`config.mk`:
```
export PLATFORM = sky130hd
export DESIGN_NAME = fill_sequencer
export DESIGN_NICKNAME = d
export VERILOG_FILES = /design/src/rtl/gpu_fill_pkg.sv /design/src/rtl/fill_row_counter.sv /design/src/rtl/fill_sequencer.sv
export SDC_FILE = /design/constraint.sdc
export NUM_CORES = 1
export LEC_CHECK = 0
export CORE_ASPECT_RATIO = 1.2
export CORE_UTILIZATION = 50
export DETAILED_ROUTE_END_ITERATION = 7
export GPL_ROUTABILITY_DRIVEN = 0
export GPL_TIMING_DRIVEN = 0
export PLACE_DENSITY = 0.8
export RECOVER_POWER = 100
export SLEW_MARGIN = 20
export SYNTH_ARGS = -nofsm -noshare
export SYNTH_HDL_FRONTEND = slang
export SYNTH_SLANG_ARGS = --single-unit
```
`constraint.sdc`:
```
create_clock -name clk -period 3.2 [get_ports clk]
set_clock_uncertainty 0.05 [all_clocks]
set_input_delay 0.64 -clock clk [delete_from_list [all_inputs] [get_ports clk]]
set_output_delay 0.64 -clock clk [all_outputs]
set_load 0.03 [all_outputs]
```
`src/rtl/gpu_fill_pkg.sv`:
```
// Shared state encoding for the polygon fill sequencer.
// Pure type/constant definitions; no logic.
package gpu_fill_pkg;

  localparam int FILL_SEQ_STATE_W = 4;

  typedef enum logic [FILL_SEQ_STATE_W-1:0] {
    ST_IDLE      = 4'd0,
    ST_MATH      = 4'd1,
    ST_MATH_WAIT = 4'd2,
    ST_ROW       = 4'd3,
    ST_ROW_WAIT  = 4'd4,
    ST_FILL      = 4'd5,
    ST_FILL_WAIT = 4'd6,
    ST_NEXT      = 4'd7,
    ST_DONE      = 4'd8,
    ST_ERR       = 4'd9
  } fill_seq_state_t;

endpackage

```
`src/rtl/fill_row_counter.sv`:
```
// Scanline counter: loads y_start/y_end, steps one row toward y_end per step pulse.
// Registered outputs; last flags cur_y == y_end so the sequencer never steps past it.
module fill_row_counter #(
  parameter int COORD_W = 10
) (
  input  logic               clk,
  input  logic               n_rst,
  input  logic               load,
  input  logic               step,
  input  logic [COORD_W-1:0] y_start,
  input  logic [COORD_W-1:0] y_end,
  output logic [COORD_W-1:0] cur_y,
  output logic               last
);

  localparam logic [COORD_W-1:0] Y_ONE = COORD_W'(1);

  logic [COORD_W-1:0] cur_y_q, cur_y_d;
  logic [COORD_W-1:0] y_end_q, y_end_d;
  logic               up_q, up_d;

  always_comb begin
    cur_y_d = cur_y_q;
    y_end_d = y_end_q;
    up_d    = up_q;
    if (load) begin
      cur_y_d = y_start;
      y_end_d = y_end;
      up_d    = (y_end > y_start);
    end else if (step) begin
      cur_y_d = up_q ? (cur_y_q + Y_ONE) : (cur_y_q - Y_ONE);
    end
  end

  always_ff @(posedge clk or negedge n_rst) begin
    if (!n_rst) begin
      cur_y_q <= '0;
      y_end_q <= '0;
      up_q    <= 1'b0;
    end else begin
      cur_y_q <= cur_y_d;
      y_end_q <= y_end_d;
      up_q    <= up_d;
    end
  end

  assign cur_y = cur_y_q;
  assign last  = (cur_y_q == y_end_q);

endmodule

```
`src/rtl/fill_sequencer.sv`:
```
// Multi-scanline fill sequencer: one edge setup, then row fetch / span fill per scanline.
// Moore start/done outputs; waits on *_done handshakes, bounded only when FILL_SEQ_TIMEOUT_EN is defined.
module fill_sequencer
  import gpu_fill_pkg::*;
#(
  parameter int COORD_W = 10
`ifdef FILL_SEQ_TIMEOUT_EN
  ,
  parameter int TIMEOUT_CYC = 255
`endif
) (
  input  logic               clk,
  input  logic               n_rst,
  input  logic               fill_en,
  input  logic               abort,
  input  logic [COORD_W-1:0] y_start,
  input  logic [COORD_W-1:0] y_end,
  input  logic               math_done,
  input  logic               row_done,
  input  logic               row_empty,
  input  logic               fill_done,
  output logic               math_start,
  output logic               row_start,
  output logic               fill_start,
  output logic [COORD_W-1:0] cur_y,
  output logic [COORD_W:0]   rows_done,
  output logic               busy,
  output logic               done,
  output logic               error
);

  localparam logic [COORD_W:0] RD_ONE = (COORD_W+1)'(1);

  fill_seq_state_t  state_q, state_d;
  logic [COORD_W:0] rows_done_q, rows_done_d;
  logic             cnt_load, cnt_step, cnt_last;
  logic             tmo;

  fill_row_counter #(
    .COORD_W (COORD_W)
  ) u_row_cnt (
    .clk     (clk),
    .n_rst   (n_rst),
    .load    (cnt_load),
    .step    (cnt_step),
    .y_start (y_start),
    .y_end   (y_end),
    .cur_y   (cur_y),
    .last    (cnt_last)
  );

  // abort pre-empts everything, including a same-cycle *_done or timeout
  always_comb begin
    state_d     = state_q;
    rows_done_d = rows_done_q;
    cnt_load    = 1'b0;
    cnt_step    = 1'b0;
    if (abort) begin
      if (state_q != ST_IDLE) state_d = ST_IDLE;
    end else begin
      case (state_q)
        ST_IDLE: begin
          if (fill_en) begin
            cnt_load    = 1'b1;
            rows_done_d = '0;
            state_d     = ST_MATH;
          end
        end
        ST_MATH: begin
          if (math_done) state_d = ST_MATH_WAIT;
          else if (tmo)  state_d = ST_ERR;
        end
        ST_MATH_WAIT: state_d = ST_ROW;
        ST_ROW: begin
          if (row_done) state_d = row_empty ? ST_NEXT : ST_ROW_WAIT;
          else if (tmo) state_d = ST_ERR;
        end
        ST_ROW_WAIT: state_d = ST_FILL;
        ST_FILL: begin
          if (fill_done) state_d = ST_FILL_WAIT;
          else if (tmo)  state_d = ST_ERR;
        end
        ST_FILL_WAIT: state_d = ST_NEXT;
        ST_NEXT: begin
          rows_done_d = rows_done_q + RD_ONE;
          if (cnt_last) begin
            state_d = ST_DONE;
          end else begin
            cnt_step = 1'b1;
            state_d  = ST_ROW;
          end
        end
        ST_DONE: state_d = ST_IDLE;
        ST_ERR:  state_d = ST_IDLE;
        default: state_d = ST_IDLE;
      endcase
    end
  end

  always_ff @(posedge clk or negedge n_rst) begin
    if (!n_rst) begin
      state_q     <= ST_IDLE;
      rows_done_q <= '0;
    end else begin
      state_q     <= state_d;
      rows_done_q <= rows_done_d;
    end
  end

`ifdef FILL_SEQ_TIMEOUT_EN
  localparam int              WD_W    = $clog2(TIMEOUT_CYC + 1);
  localparam logic [WD_W-1:0] WD_LAST = WD_W'(TIMEOUT_CYC - 1);
  localparam logic [WD_W-1:0] WD_ONE  = WD_W'(1);

  logic [WD_W-1:0] wdog_q, wdog_d;
  logic            error_q, error_d;
  logic            handshake_st;

  assign handshake_st = (state_q == ST_MATH) || (state_q == ST_ROW) || (state_q == ST_FILL);
  assign tmo          = handshake_st && (wdog_q == WD_LAST);

  always_comb begin
    wdog_d  = '0;
    error_d = error_q;
    if (handshake_st && (state_d == state_q)) wdog_d = wdog_q + WD_ONE;
    if ((state_q == ST_IDLE) && (state_d == ST_MATH)) error_d = 1'b0;
    else if (state_d == ST_ERR)                       error_d = 1'b1;
  end

  always_ff @(posedge clk or negedge n_rst) begin
    if (!n_rst) begin
      wdog_q  <= '0;
      error_q <= 1'b0;
    end else begin
      wdog_q  <= wdog_d;
      error_q <= error_d;
    end
  end

  assign error = error_q;
`else
  assign tmo   = 1'b0;
  assign error = 1'b0;
`endif

  assign math_start = (state_q == ST_MATH);
  assign row_start  = (state_q == ST_ROW);
  assign fill_start = (state_q == ST_FILL);
  assign done       = (state_q == ST_DONE);
  assign busy       = (state_q != ST_IDLE);
  assign rows_done  = rows_done_q;

endmodule
```
Yosys cells after proc, flatten, opt, wreduce, memory -nomap -nowiden
Cells that the tools add are included.

storage, ports and cells
  output and inout port bits = 27
  bits in registers = 36
  logic and storage cells = 51
  input bits = 28

operators by class
  order comparisons = 1
  muxes and demuxes = 20
  bitwise operators = 1
  reductions and logical operators = 6
  add/subtract/negate cells = 3
  equality and inequality tests = 15

operator list
  kind                   count
  $pmux 4 s8             1
  $mux 10                3
  $mux 4                 7
  $pmux 11 s2            1
  $eq 4x3->1 const B     4
  $ne 3x3->1 const B     4
  $add 11x1->11 const B  1
  $mux 11                1
  $add 10x1->10 const B  1
  $eq 10x10->1           1
  $gt 10x10->1           1
  $sub 10x1->10 const B  1
  $eq 4x2->1 const B     2
  $mux 1                 6
  $reduce_and 5->1       1
  $eq 4x1->1 const B     1
  $eq 4x4->1 const B     1
  $logic_not 4->1        1
  $reduce_bool 2->1      2
  $reduce_bool 4->1      1
  $reduce_and 3->1       1
  $mux 2                 1
  $ne 2x1->1 const B     1
  $ne 2x2->1 const B     1
  $not 1->1              1

Depth between registers and ports, before layout
  word-level depth = 6
  depth in mapped cells = 8
  gate-level depth less buffers = 8

Hierarchy
Synthesis repeated with hierarchy kept, for this count alone.

unflattened totals
  cells, all modules = 273
  area, all modules = 2533.7 µm²

modules (own cells, without submodules)
  module            instances  cells an instance  seq. area each (µm²)  area an instance (µm²)
  fill_row_counter  1          168                525.5                 1605.3
  fill_sequencer    1          105                375.4                 928.4

Least setup slack after synthesis
OpenSTA, ideal clock, no wires.

  path type = register -> register
  from = register u_row_cnt.cur_y_q[1] (netlist: u_row_cnt.cur_y[1])
  to = register u_row_cnt.cur_y_q[9] (netlist: u_row_cnt.cur_y[9])
  setup time = 0.122 ns
  buffers on the path = 0
  arrival time = 2.053 ns
  cell stages (with the launch flop) = 8
  data required time = 3.028 ns
  path slack = 0.975 ns
  clock period less this slack = 2.225 ns
  cells stage by stage = dfrtp_1 > ha_1 > a211oi_1 > or3_1 > nand4_1 > or3b_2 > mux2i_1 > nand2_1

on the way
  longest elaborated chain between the ends = 5
  elaborated cells between the ends (all ways) = 10
  those cells by class = 2 x add/sub; 1 x eq/ne; 6 x mux; 1 x reduce/logical

ends and longest elaborated chain
  element                                                                line                    source
  start, declared                                                        fill_row_counter.sv:18  logic [COORD_W-1:0] cur_y_q, cur_y_d;
  start signal, assigned                                                 fill_row_counter.sv:41  cur_y_q <= cur_y_d;
  parallel branches: the longest is 5 deep, another holds $sub 10x1->10  --

Several ways; the timed one is not identified. The select of a mux whose other input is x is not followed.
A chain may end at the register's enable or synchronous reset.

Worst setup path in the final report
  from = register state_q[2]
  to = output busy

on the way
  longest elaborated chain between the ends = 1

ends and longest elaborated chain
  element                 line                   source
  start, declared         fill_sequencer.sv:34   fill_seq_state_t state_q, state_d;
  start signal, assigned  fill_sequencer.sv:105  state_q <= state_d;
  $reduce_bool 4->1       fill_sequencer.sv:150  assign busy = (state_q != ST_IDLE);
  end, declared           fill_sequencer.sv:27   output logic busy,

No other way between the ends.

==> insert_results.sql <==
INSERT INTO impl_metrics (metric_group, metric, value, unit) VALUES
('synthesis', 'synth_most_common_cell', 'nand2_1', ''),
('synthesis', 'synth_cells', '278', ''),
('final_layout', 'final_cell_area', '3110', 'um2'),
('synthesis', 'syn-cell-area', '2430', 'um2'),
('final_layout', 'syn_to_final_growth', '27.7', '%'),
('drt', 'drt-total-wl', '5.70', 'mm'),
('synthesis', 'muxShareOfSynthArea', '0.874', '%'),
('final_layout', 'insertedDiodeCount', '0', ''),
('synthesis', 'synth_simple_gate_area_share', '22.8', '%'),
('placement', 'placed_cell_area', '3060', 'um2'),
('power_and_ir_drop', 'switching_power', '0.000685', 'W'),
('synthesis', 'synth_top_flop_cell', 'dfrtp_1', ''),
('drt', 'ant_nets', '0', ''),
('power_and_ir_drop', 'pwr-share-clk', '19.1', '%'),
('sta', 'setup_viol', '0', ''),
('worst_setup_path', 'cp_cell_sequence', 'clkbuf_1 > or4_1 > dlygate4sd3_1', ''),
('drt', 'vias_per_cell', '5.58', ''),
('status', 'outcome', 'completed', ''),
('cts', 'clock_tree_from_tritoncts', 'yes', ''),
('sta', 'timing.fmax', '357', 'MHz'),
('drt', 'drc_errors', '0', ''),
('sta', 'hold_ws', '0.445', 'ns'),
('synthesis', 'largest_family_of_logic_cells_by_synthesized_area', 'simple AND/OR/NAND/NOR gates', ''),
('worst_setup_path', 'worst_setup_path_end_kind', 'output pin', ''),
('grt', 'globalRoute.totalOverflow', '0', ''),
('grt', 'grt_antenna_before_repair', '0', ''),
('hold_path', 'min-delay-path-class', 'input port to asynchronous set/reset pin', ''),
('synthesis', 'async_reset_ff_share', '100', '%'),
('synthesis', 'post_synthesis_net_count', '326', ''),
('synthesis', 'syn_avg_cell_area', '8.76', 'um2'),
('floorplan', 'boundary_pins', '55', ''),
('synthesis', 'synth.top_cells.by_count', '45 x nand2_1, 36 x dfrtp_1, 24 x nor2_1, 23 x xor2_1, 19 x ha_1', ''),
('worst_setup_path', 'crit_path_max_incr_delay', '0.70', 'ns'),
('drt', 'drt_first_iter_violations', '155', ''),
('synthesis', 'yosys.cell_types.count', '46', ''),
('sta', 'slew_headroom', '29.0', '%'),
('sta', 'report.final.hold_viol_count', '0', ''),
('cts', 'postCtsSetupBuffers', '0', ''),
('cts', 'tritoncts_num_sinks', '36', ''),
('grt', 'grt_first_pass_wirelength', '9.49', 'mm'),
('synthesis', 'synth.area.top_cells', 'dfrtp_1 37%, ha_1 9.8%, xor2_1 8.3%', ''),
('cts', 'cts.root.buffer_cell', 'clkbuf_8', ''),
('grt', 'pin_count_of_the_biggest_net_entering_global_routing', '20', ''),
('final_layout', 'net_count_of_the_finished_layout', '387', ''),
('worst_setup_path', 'critPathMaxFanout', '10', ''),
('floorplan', 'row_count', '27', ''),
('sta', 'rsz_0062_raised_after_global_routing', 'false', ''),
('synthesis', 'synth_top_area_share', '37.0', '%'),
('synthesis', 'synth-seq-area-share', '37.0', '%'),
('sta', 'setup_total_negative_slack', '0', 'ns'),
('worst_setup_path', 'crit_family', 'buffers and inverters', ''),
('placement', 'placement.io_buffers', '53', ''),
('floorplan', 'floorplan.die_area', '5150', 'um2'),
('floorplan', 'initial_standard_cell_utilization_of_the_core', '52.6', '%'),
('power_and_ir_drop', 'p_per_area', '558', 'nW/um2'),
('worst_setup_path', 'worst-path-buf-inv', '2', ''),
('worst_setup_path', 'critical-path-slowest-cell', 'dlygate4sd3_1', ''),
('floorplan', 'die_h', '78.4', 'um'),
('synthesis', 'yosys_warnings', '0', ''),
('cts', 'ctsLongestPathBuffers', '2', ''),
('cts', 'holdBufCountCts', '0', ''),
('sta', 'final_max_slew_viol_count', '0', ''),
('sta', 'post-route-min-period', '2.80', 'ns'),
('power_and_ir_drop', 'internal_power', '0.00105', 'W'),
('grt', 'number_of_global_route_vias_before_repair', '2089', ''),
('power_and_ir_drop', 'leakagePower', '1.51', 'nW'),
('floorplan', 'core_area', '4630', 'um2'),
('run', 'max-cap-violations', '0', ''),
('synthesis', 'synth_enable_flop_cells', '0', ''),
('floorplan', 'die-width', '65.7', 'um'),
('final_layout', 'drive_gt1_share', '3.82', '%');
==> flip-flops by register name, summed over array words and instances (netlist names) <==
register	flops
rows_done	11
u_row_cnt.up_q	1
u_row_cnt.cur_y	10
u_row_cnt.y_end_q	10
state_q	4
==> stage by stage <==
step                      utilization [%]  std cells  worst slack [ns]
after floorplan                         -        278             0.975
after global placement               65.6        389             0.576
after detailed placement             66.1        390             0.539
after CTS                            68.1        398             0.484
after global routing                 67.2        398             0.213
final                                67.2        398             0.397
==> power groups by stage <==
stage	Clock (W)	Combinational (W)	Sequential, W
floorplan	0	0.000510	0.000665
global placement	0	0.000788	0.000617
detailed placement	0	0.000814	0.000618
CTS	0.000337	0.000817	0.000610
global route	0.000363	0.000876	0.000622
finish	0.000332	0.000796	0.000607
==> placed cells by master (no fill, tap or decap), types with 2 or more instances in the layout <==
master / instances
clkbuf_1: 11
clkbuf_8: 6
nand2b_1: 4
xnor2_1: 2
clkdlybuf4s50_1: 24
a31oi_1: 2
a21oi_1: 17
or3_1: 3
inv_1: 14
and2_1: 2
nand3_1: 2
nor3_1: 8
ha_1: 19
nor2_1: 24
dlygate4sd3_1: 28
a22oi_1: 5
nand4_1: 11
nor2b_1: 3
nand2_1: 45
xor2_1: 23
o221ai_1: 3
o21ai_0: 14
and3_1: 3
a21o_1: 4
nor3b_1: 2
nor4_1: 3
dfrtp_1: 36
==> worst reg2reg max path: cells and delay by family (launching register included) <==
family | cells | cell delay, ns
compound gates | 1 | 0.16
flops | 1 | 0.36
simple gates | 4 | 1.42
buf+inv | 2 | 0.61
==> cell families (layout without fill, tap and decap cells) <==
group                    count (synthesis)  in the layout
flip-flops                              36             36
adder cells (fa/ha/maj)                 20             20
AO/OA/AOI/OAI                           55             55
buffers and inverters                   24             86
other                                    1              1
multiplexers                             2              2
XOR/XNOR                                25             25
AND/OR/NAND/NOR                        115            115
==> layer usage <==
layer	GRT usage, %	vias up	routed length, um
li1	-	1092	-
met1	28.2	1076	2470
met2	42.9	50	2990
met3	4.22	4	205
met4	7.61	0	35
met5	0	-	0
==> final timing paths <==
check / from / to / slack (ns) / cells past startpoint
worst max-delay path: state_q[2]$_DFFE_PN0P_ / busy / 0.40 / 3
worst max register to register: state_q[1]$_DFFE_PN0P_ / u_row_cnt.cur_y[9]$_DFFE_PN0P_ / 0.53 / 7
worst min register to register: u_row_cnt.y_end_q[4]$_DFFE_PN0P_ / u_row_cnt.y_end_q[4]$_DFFE_PN0P_ / 0.45 / 2
worst min-delay path: n_rst / rows_done[4]$_DFFE_PN0P_ / 0.44 / 1
min in group clk: u_row_cnt.y_end_q[4]$_DFFE_PN0P_ / u_row_cnt.y_end_q[4]$_DFFE_PN0P_ / 0.45 / 2
max in group asynchronous: n_rst / u_row_cnt.y_end_q[7]$_DFFE_PN0P_ / 1.18 / 2
==> area by class of cell <==
class	count	area, um2
Timing Repair Buffer	54	528
Inverter	14	52.6
Buffer	10	50.0
Fill cell	416	1520
Multi-Input combinational cell	218	1420
Tap cell	58	72.6
Sequential cell	36	901
Clock buffer	8	90.1
(Power assumes the default switching activity.)
